`config.mk`:
```
export PLATFORM = sky130hd
export DESIGN_NAME = rc4_key_loader
export DESIGN_NICKNAME = d
export VERILOG_FILES = /design/src/rtl/rc4_key_loader.sv
export SDC_FILE = /design/constraint.sdc
export NUM_CORES = 1
export LEC_CHECK = 0
export ABC_AREA = 1
export BUFFER_PORTS_ARGS = -buffer_cell sky130_fd_sc_hd__buf_2
export CAP_MARGIN = 5
export CORE_MARGIN = 4
export CORE_UTILIZATION = 55
export DETAILED_ROUTE_END_ITERATION = 8
export MAX_ROUTING_LAYER = met4
export PLACE_DENSITY = 0.74
export SYNTH_ARGS = -nofsm -noshare
export SYNTH_HDL_FRONTEND = slang
export SYNTH_SLANG_ARGS = --single-unit
```
`constraint.sdc`:
```
create_clock -name clk -period 2.05 [get_ports clk]
set_input_delay 0.5125 -clock clk [delete_from_list [all_inputs] [get_ports clk]]
set_output_delay 0.5125 -clock clk [all_outputs]
set_load 0.05 [all_outputs]
```
`src/rtl/rc4_key_loader.sv`:
```
// RC4 key loader: buffers a variable-length key byte stream and serves it
// to the KSA through a wrapping read pointer. Optional macro RC4_KEY_ZEROIZE_EN.
module rc4_key_loader #(
    parameter int unsigned KEY_MAX_BYTES = 16,
    parameter int unsigned KEY_MIN_BYTES = 5
) (
    input  logic       clk,
    input  logic       rst_n,
    input  logic       key_wr_vld,
    input  logic [7:0] key_wr_data,
    input  logic       key_wr_last,
    output logic       key_wr_rdy,
    input  logic       key_clr,
    input  logic       ksa_start,
    input  logic       ksa_adv,
    output logic [7:0] key_byte,
    output logic       key_vld,
    output logic [4:0] key_len,
    output logic       key_err
);

    localparam int unsigned PTR_W   = (KEY_MAX_BYTES > 1) ? $clog2(KEY_MAX_BYTES) : 1;
    localparam logic [4:0]  MAX_LEN = 5'(KEY_MAX_BYTES);
    localparam logic [4:0]  MIN_LEN = 5'(KEY_MIN_BYTES);

    typedef enum logic [2:0] {
        IDLE,
        LOAD,
        READY,
        ERR
`ifdef RC4_KEY_ZEROIZE_EN
        , ZERO
`endif
    } state_t;

    state_t             state_q, state_d;
    logic [4:0]         key_len_q, key_len_d;
    logic [PTR_W-1:0]   ptr_q, ptr_d;
    logic [7:0]         key_buf_q [KEY_MAX_BYTES];
    logic [7:0]         key_buf_d [KEY_MAX_BYTES];
    logic               xfer;
    logic [4:0]         len_inc;
`ifdef RC4_KEY_ZEROIZE_EN
    logic [PTR_W-1:0]   zcnt_q, zcnt_d;
`endif

    assign xfer    = key_wr_vld && key_wr_rdy;
    assign len_inc = key_len_q + 5'd1;

    // State register
    always_ff @(posedge clk) begin
        if (!rst_n) begin
            state_q <= IDLE;
        end else begin
            state_q <= state_d;
        end
    end

    // Next-state logic
    always_comb begin
        state_d = state_q;
`ifdef RC4_KEY_ZEROIZE_EN
        if (key_clr) begin
            state_d = ZERO;
        end else begin
`else
        if (key_clr) begin
            state_d = IDLE;
        end else begin
`endif
            case (state_q)
                IDLE, LOAD: begin
                    if (xfer) begin
                        if (key_wr_last) begin
                            state_d = (len_inc >= MIN_LEN && len_inc <= MAX_LEN) ? READY : ERR;
                        end else if (key_len_q == MAX_LEN - 5'd1) begin
                            state_d = ERR;
                        end else begin
                            state_d = LOAD;
                        end
                    end
                end
`ifdef RC4_KEY_ZEROIZE_EN
                ZERO: begin
                    if (zcnt_q == PTR_W'(KEY_MAX_BYTES - 1)) begin
                        state_d = IDLE;
                    end
                end
`endif
                default: state_d = state_q;
            endcase
        end
    end

    // Outputs
    always_comb begin
        key_wr_rdy = (state_q == IDLE) || (state_q == LOAD);
        key_vld    = (state_q == READY);
        key_err    = (state_q == ERR);
        key_len    = key_len_q;
        key_byte   = key_vld ? key_buf_q[ptr_q] : 8'h00;
    end

    // Datapath: length, read pointer, buffer writes
    always_comb begin
        key_len_d = key_len_q;
        ptr_d     = ptr_q;
        key_buf_d = key_buf_q;
`ifdef RC4_KEY_ZEROIZE_EN
        zcnt_d    = zcnt_q;
`endif
        if (key_clr) begin
            key_len_d = '0;
            ptr_d     = '0;
`ifdef RC4_KEY_ZEROIZE_EN
            zcnt_d    = '0;
`endif
        end else begin
            if (xfer) begin
                key_buf_d[key_len_q[PTR_W-1:0]] = key_wr_data;
                key_len_d                       = len_inc;
            end
            if (state_q == READY) begin
                if (ksa_start) begin
                    ptr_d = '0;
                end else if (ksa_adv) begin
                    ptr_d = (5'(ptr_q) == key_len_q - 5'd1) ? '0 : ptr_q + 1'b1;
                end
            end
`ifdef RC4_KEY_ZEROIZE_EN
            if (state_q == ZERO) begin
                key_buf_d[zcnt_q] = 8'h00;
                zcnt_d            = zcnt_q + 1'b1;
            end
`endif
        end
    end

    always_ff @(posedge clk) begin
        if (!rst_n) begin
            key_len_q <= '0;
            ptr_q     <= '0;
`ifdef RC4_KEY_ZEROIZE_EN
            zcnt_q    <= '0;
`endif
        end else begin
            key_len_q <= key_len_d;
            ptr_q     <= ptr_d;
`ifdef RC4_KEY_ZEROIZE_EN
            zcnt_q    <= zcnt_d;
`endif
        end
    end

    // Key storage is deliberately not reset
    always_ff @(posedge clk) begin
        key_buf_q <= key_buf_d;
    end

endmodule
```
# Yosys cells after proc, flatten, opt, wreduce, memory -nomap -nowiden
# Index checks and enable logic that the tools add are counted.
# totals
register_bits	140
output_inout_bits	16
wordCells	60
# classes
n_addsub	3
order_cmp	5
n_eq_ne	5
n_mux	13
bitwise_logic	4
n_reduce_logical	11
# op_table
op	n
128-bit bitwise mux	1
8-bit binary-select mux with 4-bit select	1
8-bit demux with 4-bit select	1
8-bit 2-to-1 mux	4
4-bit 2-to-1 mux	3
5-bit >= comparator (second input constant)	2
4-bit NOT with 5-bit output	2
3-bit by 2-bit == test with 1-bit output (second input constant)	2
2-bit AND reduction	3
5-bit by 1-bit adder with 5-bit output (second input constant)	1
4-bit by 5-bit == test with 1-bit output	1
5-bit by 4-bit == test with 1-bit output (second input constant)	1
5-bit by 3-bit >= comparator with 1-bit output (second input constant)	1
5-bit <= comparator (second input constant)	1
5-bit by 1-bit < comparator with 1-bit output (second input constant)	1
5-bit by 1-bit subtractor with 5-bit output (second input constant)	1
4-bit by 1-bit adder with 4-bit output (second input constant)	1
2-bit 2-to-1 mux	2
2-bit OR reduction	2
3-bit by 1-bit == test with 1-bit output (second input constant)	1
1-bit logical AND	3
3-bit zero test	1
1-bit NOT	2
2-bit nonzero test	1
2 further kinds	2

# Depth between registers and ports, before layout
# Gate-level depths: netlist of the first run.
# depth
depth_word	6
ltp_mapped	10

# Worst setup path before layout of the first run
# Ideal clock, no wire load.
# synth_path
path_type	register to output
from	reg state_q[1]
to	out key_byte[0]
arrival_time_ns	1.925
required_time_ns	1.537
setup_slack_ns	-0.388
path_stages_with_launch	5
path_buffers	0
path_cell_list	dfxtp_1 > inv_1 > nor2_4 > inv_1 > a21oi_1
# synth_via
elab_chain_cells	2
# synth_lines
item	line	rtl
start: declaration	36	state_t state_q, state_d;
start signal: assignment	55	state_q <= state_d;
3-bit by 2-bit == test with 1-bit output	98	key_vld = (state_q == READY);
named net key_vld	17	output logic key_vld,
8-bit 2-to-1 mux	101	key_byte = key_vld ? key_buf_q[ptr_q] : 8'h00;
end: declaration	16	output logic [7:0] key_byte,
# The timed path passes the listed nets, and every way through them passes these cells.

# Final worst setup path of the first run
# layout_path
from	reg ptr_q[0]
to	out key_byte[5]
# layout_via
elab_chain_cells	5
# layout_lines
item	line	rtl
start: declaration	38	logic [PTR_W-1:0] ptr_q, ptr_d;
start signal: assignment	148	ptr_q <= ptr_d;
4-bit NOT with 5-bit output (implied by the code)	101	
8-bit binary-select mux with 4-bit select	101	
8-bit 2-to-1 mux (implied by the code) (2 in a row)	101	
8-bit 2-to-1 mux	101	
# No other way between the ends. The select of a mux whose other input is x is not followed.

==> results of run 1 <==
-- stage by stage --
| step | setup WS [ps] | utilization |
|---|---|---|
| 2_1_floorplan | -165 | - |
| 3_3_place_gp | -40.0 | 0.615 |
| 3_5_place_dp | -142 | 0.615 |
| 4_1_cts | -498 | 0.691 |
| 5_1_grt | -604 | 0.694 |
| 6_report | -472 | 0.694 |
-- how the worst max path moves through the flow --
stage | start | end | depth (start not counted)
floorplan | state_q[1]$_SDFFE_PP0P_ | key_byte[0] | 4
global placement | ptr_q[0]$_SDFFE_PP0P_ | key_byte[5] | 8
detailed placement | ptr_q[0]$_SDFFE_PP0P_ | key_byte[5] | 8
CTS | ptr_q[0]$_SDFFE_PP0P_ | key_byte[5] | 8
global route | ptr_q[0]$_SDFFE_PP0P_ | key_byte[6] | 6
finish | ptr_q[0]$_SDFFE_PP0P_ | key_byte[5] | 9
-- report_power, final --
group | internal (mW) | switching, mW
clock network | 2.11 | 1.17
logic | 0.0655 | 0.163
registers | 3.11 | 0.0119
total | 5.29 | 1.35
-- sequential cells by signal, indices dropped and copies added (netlist names) --
register,flops
state_q,2
key_len,5
key_buf_q,128
ptr_q,4
-- metal layers --
metal | wire [microns] | up-vias | share of wire
li1 | - | 1972 | -
met1 | 5610 | 1997 | 0.41
met2 | 6480 | 200 | 0.47
met3 | 1190 | 29 | 0.087
met4 | 382 | 0 | 0.028
met5 | 0 | - | 0
-- worst reg2reg max path: cells and delay by family (launching register included) --
kind                   cells  cell delay (ps)
AND/OR/NAND/NOR            4              800
buffers and inverters      2              350
flip-flops                 1              310
-- layout by cell type (no fill, tap or decap), drive strengths merged, types with 3 or more instances in the layout --
master	instances
inv	27
nor2	126
dfxtp	11
ha	7
clkinv	3
nand3	26
buf	70
o211ai	28
clkbuf	19
xor2	4
a21oi	22
nand2	41
bufinv	5
edfxtp	128
o21ai	72
-- timing repair --
action,4_1_cts,5_1_grt
setup buffers,3,0
setup endpoints to repair,8,8
pin swaps,5,4
gates resized for setup,38,11
gates cloned,2,0
-- area by class of cell --
| cell class | instances | area (sq um) | area share |
|---|---|---|---|
| flip-flops and latches | 139 | 4070 | 0.558 |
| multi-input cells | 329 | 1710 | 0.234 |
| repair buffers | 70 | 601 | 0.0823 |
| clock buffers | 19 | 422 | 0.0578 |
| clock inverters | 13 | 214 | 0.0293 |
| well taps | 136 | 170 | 0.0233 |
| inverters | 24 | 108 | 0.0147 |
| diodes | 2 | 5.00 | 0.000686 |
-- synth_stat cells, drive strengths merged --
library cell,count
inv,24
nand3,26
nand2,41
clkbuf,3
buf,26
ha,7
a211oi,1
dfxtp,11
a21oi,22
nand3b,1
o211ai,28
nor2,126
xor2,4
o31ai,1
edfxtp,128
o21ai,72
-- cell families (layout without fill, tap and decap cells) --
logic type | count (synthesis) | in the layout | share of synthesized area
AOI/OAI and AO/OA | 124 | 124 | 0.120
other | 0 | 2 | 0
adders and majority gates | 7 | 7 | 0.0145
and+or+nand+nor | 194 | 194 | 0.130
buffers and inverters | 53 | 126 | 0.0556
xor gates and xnor gates | 4 | 4 | 0.00581
DFF | 139 | 139 | 0.674
==> metrics.cfg, run 1 <==
[sta]
rsz0062_at_grt=yes
fmax_mhz=397
hold_violations=0
period_needed_ps=2520
post-route-period-util=1.23
setup_viol=8
whs_ps=275
tns_ps=-3560
fin_skew_ps=6.72
drv_slew=0
setup_slack_ps=-472
worst_pin_slew_ps=532
timing.slew.headroom=0.645

[placed_design]
port_buffers=30
place_hpwl_microns=8360
gp_congestion=0.918
place_area_sq_um=6460
dp.cells=693

[routing]
dr.pass1.iters=5
routed_wl_microns=13700
num_vias=4198
drc_errors=0
avgViaCountPerCell=5.73
antenna_left=0
drt-wirelength-per-cell_microns=18.7
drt_iter0_drc=423

[logic_synthesis]
syn-num-nets=543
synth_top_area_frac=0.637
syn_area_sq_um=6030
synth_cell_types=29
synth-seq-cells=139
synth_top_cell_by_area=edfxtp_1
synth_cells=521
synth_warnings=0
yosys-top-cells-area=edfxtp_1 (64%), nor2_1 (7.5%), dfxtp_1 (3.6%)
synth_seq_area_share=0.674
syn_area_per_cell_sq_um=11.6

[worst_setup_path]
path_common_cell=buf_6
rr_endpoint=key_buf_q[6]$_DFFE_PP_
critical_path_buf_inv_count=3
cp-end-kind=primary output
arrival_ps=2010
slowest_delay_ps=450
cp_max_fo=7
setup.worst_path.class=reg -> out
r2r_slack_ps=300
crit_slowest_cell=dfxtp_4
r2r_start=state_q[1]$_SDFFE_PP0P_
cp_cell_sequence=buf_6 -> buf_8 -> nor2_2 -> nor2_1 -> o21ai_1 -> o211ai_1 -> nand3_1 -> a21oi_2 -> buf_6
start_kind=flip-flop
cpLargestDelayFamily=flip-flops
worst-r2r-cell-count=6
required_ps=1540

[die]
core_area_sq_um=10500
ioPinCount=31
die_w_microns=113
die_area_sq_um=12700
die_h_microns=113
start_util=0.574
placementRows=37

[hold_path]
holdPathEnd=state_q[1]$_SDFFE_PP0P_
min_path_type=in -> reg
hold_path_depth=3
hp-start=key_wr_vld

[power]
total_power_mw=6.64
power_density_nw_per_um2=910
peakVddDrop_v=0.000660
p_leak_nw=2.62

[cts]
cts_buffers=17
cts_max_level=4
clockBufferDepth=2
hold_buffers=0
cts.root.buffer_cell=clkbuf_8
clock_sinks=139
cts_tree=built
clock_latency_ps=520
clkSlewWorstSetupHoldPaths_ps=60

[global_routing]
grt_pass1_vias=3943
grt_pass1_wl_microns=21400
antenna_found_initial=1
grt_overflow_total=0
gr-usage-met2=0.327
met3_usage=0.0684
busiest_layer=met2
grt_use_met1=0.303
grt_max_degree=62
gr-usage-all-layers=0.228

[final_layout]
stdcell_area_sq_um=7300
finalNonFillerCells=732
nFillCells=658
nets=603
layout-drive-gt1-share=0.229
syn2layout_area_growth_pct=20.9

[run_status]
outcome=finished, violations left
violations=negative setup slack

[flow_run]
maxCapViolCount=0

Power figures use the tool's default switching activity.
==> run 2, diff against run 1 <==
CORE_MARGIN = 3   (was 4)
PLACE_DENSITY = 0.77   (was 0.74)
clock period = 2.2 ns   (was 2.05 ns; I/O delays follow)
==> run 2 against run 1 <==
Compared with the run above:
- the run still ends with negative setup slack left
- highest routed layer unchanged
- sequential power fell by 6.7%
- count of clock-buffer cells in the layout fell by 1
- largest power group is now registers
- non-clock buffer count rose by 11
- critical path depth fell by 2
- register-to-register slack improved by 110 ps
- critical path type unchanged
- largest cell class unchanged
==> metrics.cfg, run 2 (synthesis gave the netlist of run 1 again) <==
[flow_run]
maxCapViolCount=0

[placed_design]
dp.cells=694
place_area_sq_um=6480
gp_congestion=0.876
port_buffers=30
place_hpwl_microns=8940

[final_layout]
layout-drive-gt1-share=0.231
final_common_cell=edfxtp_1
nFillCells=621
largest_reg_flops=128
regMostFlops=key_buf_q
postLayoutCoreUtil=0.712
nets=615
syn2layout_area_growth_pct=24.0
stdcell_area_sq_um=7480
n_antenna_cell=0
finalNonFillerCells=741
final_cell_mix=edfxtp_1 (128), nor2_1 (119), nand2_1 (39)

[global_routing]
grt_max_degree=34
grt_overflow_total=0
grt_pass1_wl_microns=24000
grt_pass1_vias=4398
gr-usage-all-layers=0.264
antenna_found_initial=0

[die]
die_area_sq_um=12300
die_w_microns=111
core_area_sq_um=10500
die_h_microns=111
placementRows=37
ioPinCount=31
start_util=0.574

[routing]
avgViaCountPerCell=6.20
routed_wl_microns=16900
drc_errors=0
drt_iter0_drc=629
dr.pass1.iters=6
antenna_left=0
drt-wirelength-per-cell_microns=22.8
num_vias=4592

[power]
p_int_mw=4.58
clkPwrFrac=0.466
seqPwrFrac=0.496
power_density_nw_per_um2=785
peakVddDrop_v=0.000697
p_switching_mw=1.29
p_comb_frac=0.038
swShare=0.220
p_leak_nw=2.71

[cts]
cts_tree=built
clock_sinks=139
cts.root.buffer_cell=clkbuf_8
cts_buffers=17
hold_buffers=0
clockBufferDepth=2
clkSlewWorstSetupHoldPaths_ps=70
clock_latency_ps=540
cts_max_level=4

[worst_setup_path]
cp_max_fo=6
required_ps=1650
arrival_ps=2200
setup.worst_path.class=reg -> out
cp-end-kind=primary output
start_kind=flip-flop

[sta]
drv_slew=0
hold_violations=0
fmax_mhz=363
worst_pin_slew_ps=524
setup_slack_ps=-554
rsz0062_at_grt=yes
tns_ps=-3890
timing.slew.headroom=0.650
fin_skew_ps=6.58
post-route-period-util=1.25
period_needed_ps=2750
setup_viol=8

[run_status]
outcome=finished, violations left
violations=negative setup slack

[hold_path]
min_path_type=in -> reg

-- run 2: cell count changes in the layout (fill, tap and decap cells not counted), sizes merged --
cell,previous run,this run
buf,70,74
clkbuf,19,24
bufinv,5,2
diode,2,0
bufbuf,0,1
clkinv,3,7
clkinvlp,2,1
inv,27,28
-- run 2: critical path: stages, from the launching register on --
cell and delay [ps]:
dfxtp_4 410, buf_8 150, clkbuf_16 140, o21ai_1 90
o211ai_1 300, nand3_1 170, a21oi_2 210, buf_6 180
-- run 2: cell type report --
class | count | area, sq um | share of cell area
Timing Repair Buffer | 81 | 872 | 0.117
Multi-Input combinational cell | 329 | 1680 | 0.224
Tap cell | 136 | 170 | 0.0227
Clock inverter | 13 | 144 | 0.0192
Sequential cell | 139 | 4070 | 0.544
Clock buffer | 18 | 418 | 0.0559
Inverter | 24 | 119 | 0.0159
Timing Repair inverter | 1 | 11.3 | 0.00151
-- run 2: repair_timing --
item / 4_1_cts / 5_1_grt
setup buffers: 2 / 6
resized for setup: 27 / 26
setup endpoints to repair: 8 / 8
pin swaps: 10 / 13
cloned: 2 / 8
-- run 2: power by group through the flow --
stage	combinational (mW)	sequential [mW]	clock (mW)
4_1_cts	0.209	2.91	2.72
6_report	0.225	2.91	2.74
2_1_floorplan	0.108	2.98	0
3_3_place_gp	0.194	2.97	0
3_5_place_dp	0.202	2.97	0
5_1_grt	0.246	2.91	2.88
-- run 2: final timing paths --
kind                      startpoint                 endpoint  slack, ps  cells after the start
max            ptr_q[0]$_SDFFE_PP0P_              key_byte[2]       -550                      7
min                       key_wr_vld  state_q[1]$_SDFFE_PP0P_        290                      3
max reg2reg  key_len[0]$_SDFFE_PP0P_    ptr_q[1]$_SDFFE_PP0P_        410                     10
min reg2reg  key_len[4]$_SDFFE_PP0P_  key_len[4]$_SDFFE_PP0P_        530                      2
-- run 2: per-stage QoR --
stage / hold slack [ps] / power, mW / setup slack (ps)
2_1_floorplan: 621 / 3.09 / -275
3_3_place_gp: 487 / 3.16 / 25.3
3_5_place_dp: 519 / 3.17 / -47.8
4_1_cts: 286 / 5.84 / -420
5_1_grt: 293 / 6.04 / -636
6_report: 294 / 5.88 / -554
-- run 2: routing by layer --
layer / share of wire / wire [microns] / track usage
met3: 0.12 / 1980 / 0.0480
met2: 0.50 / 8400 / 0.443
met1: 0.34 / 5740 / 0.316
met4: 0.047 / 796 / 0.112
met5: 0 / 0 / -
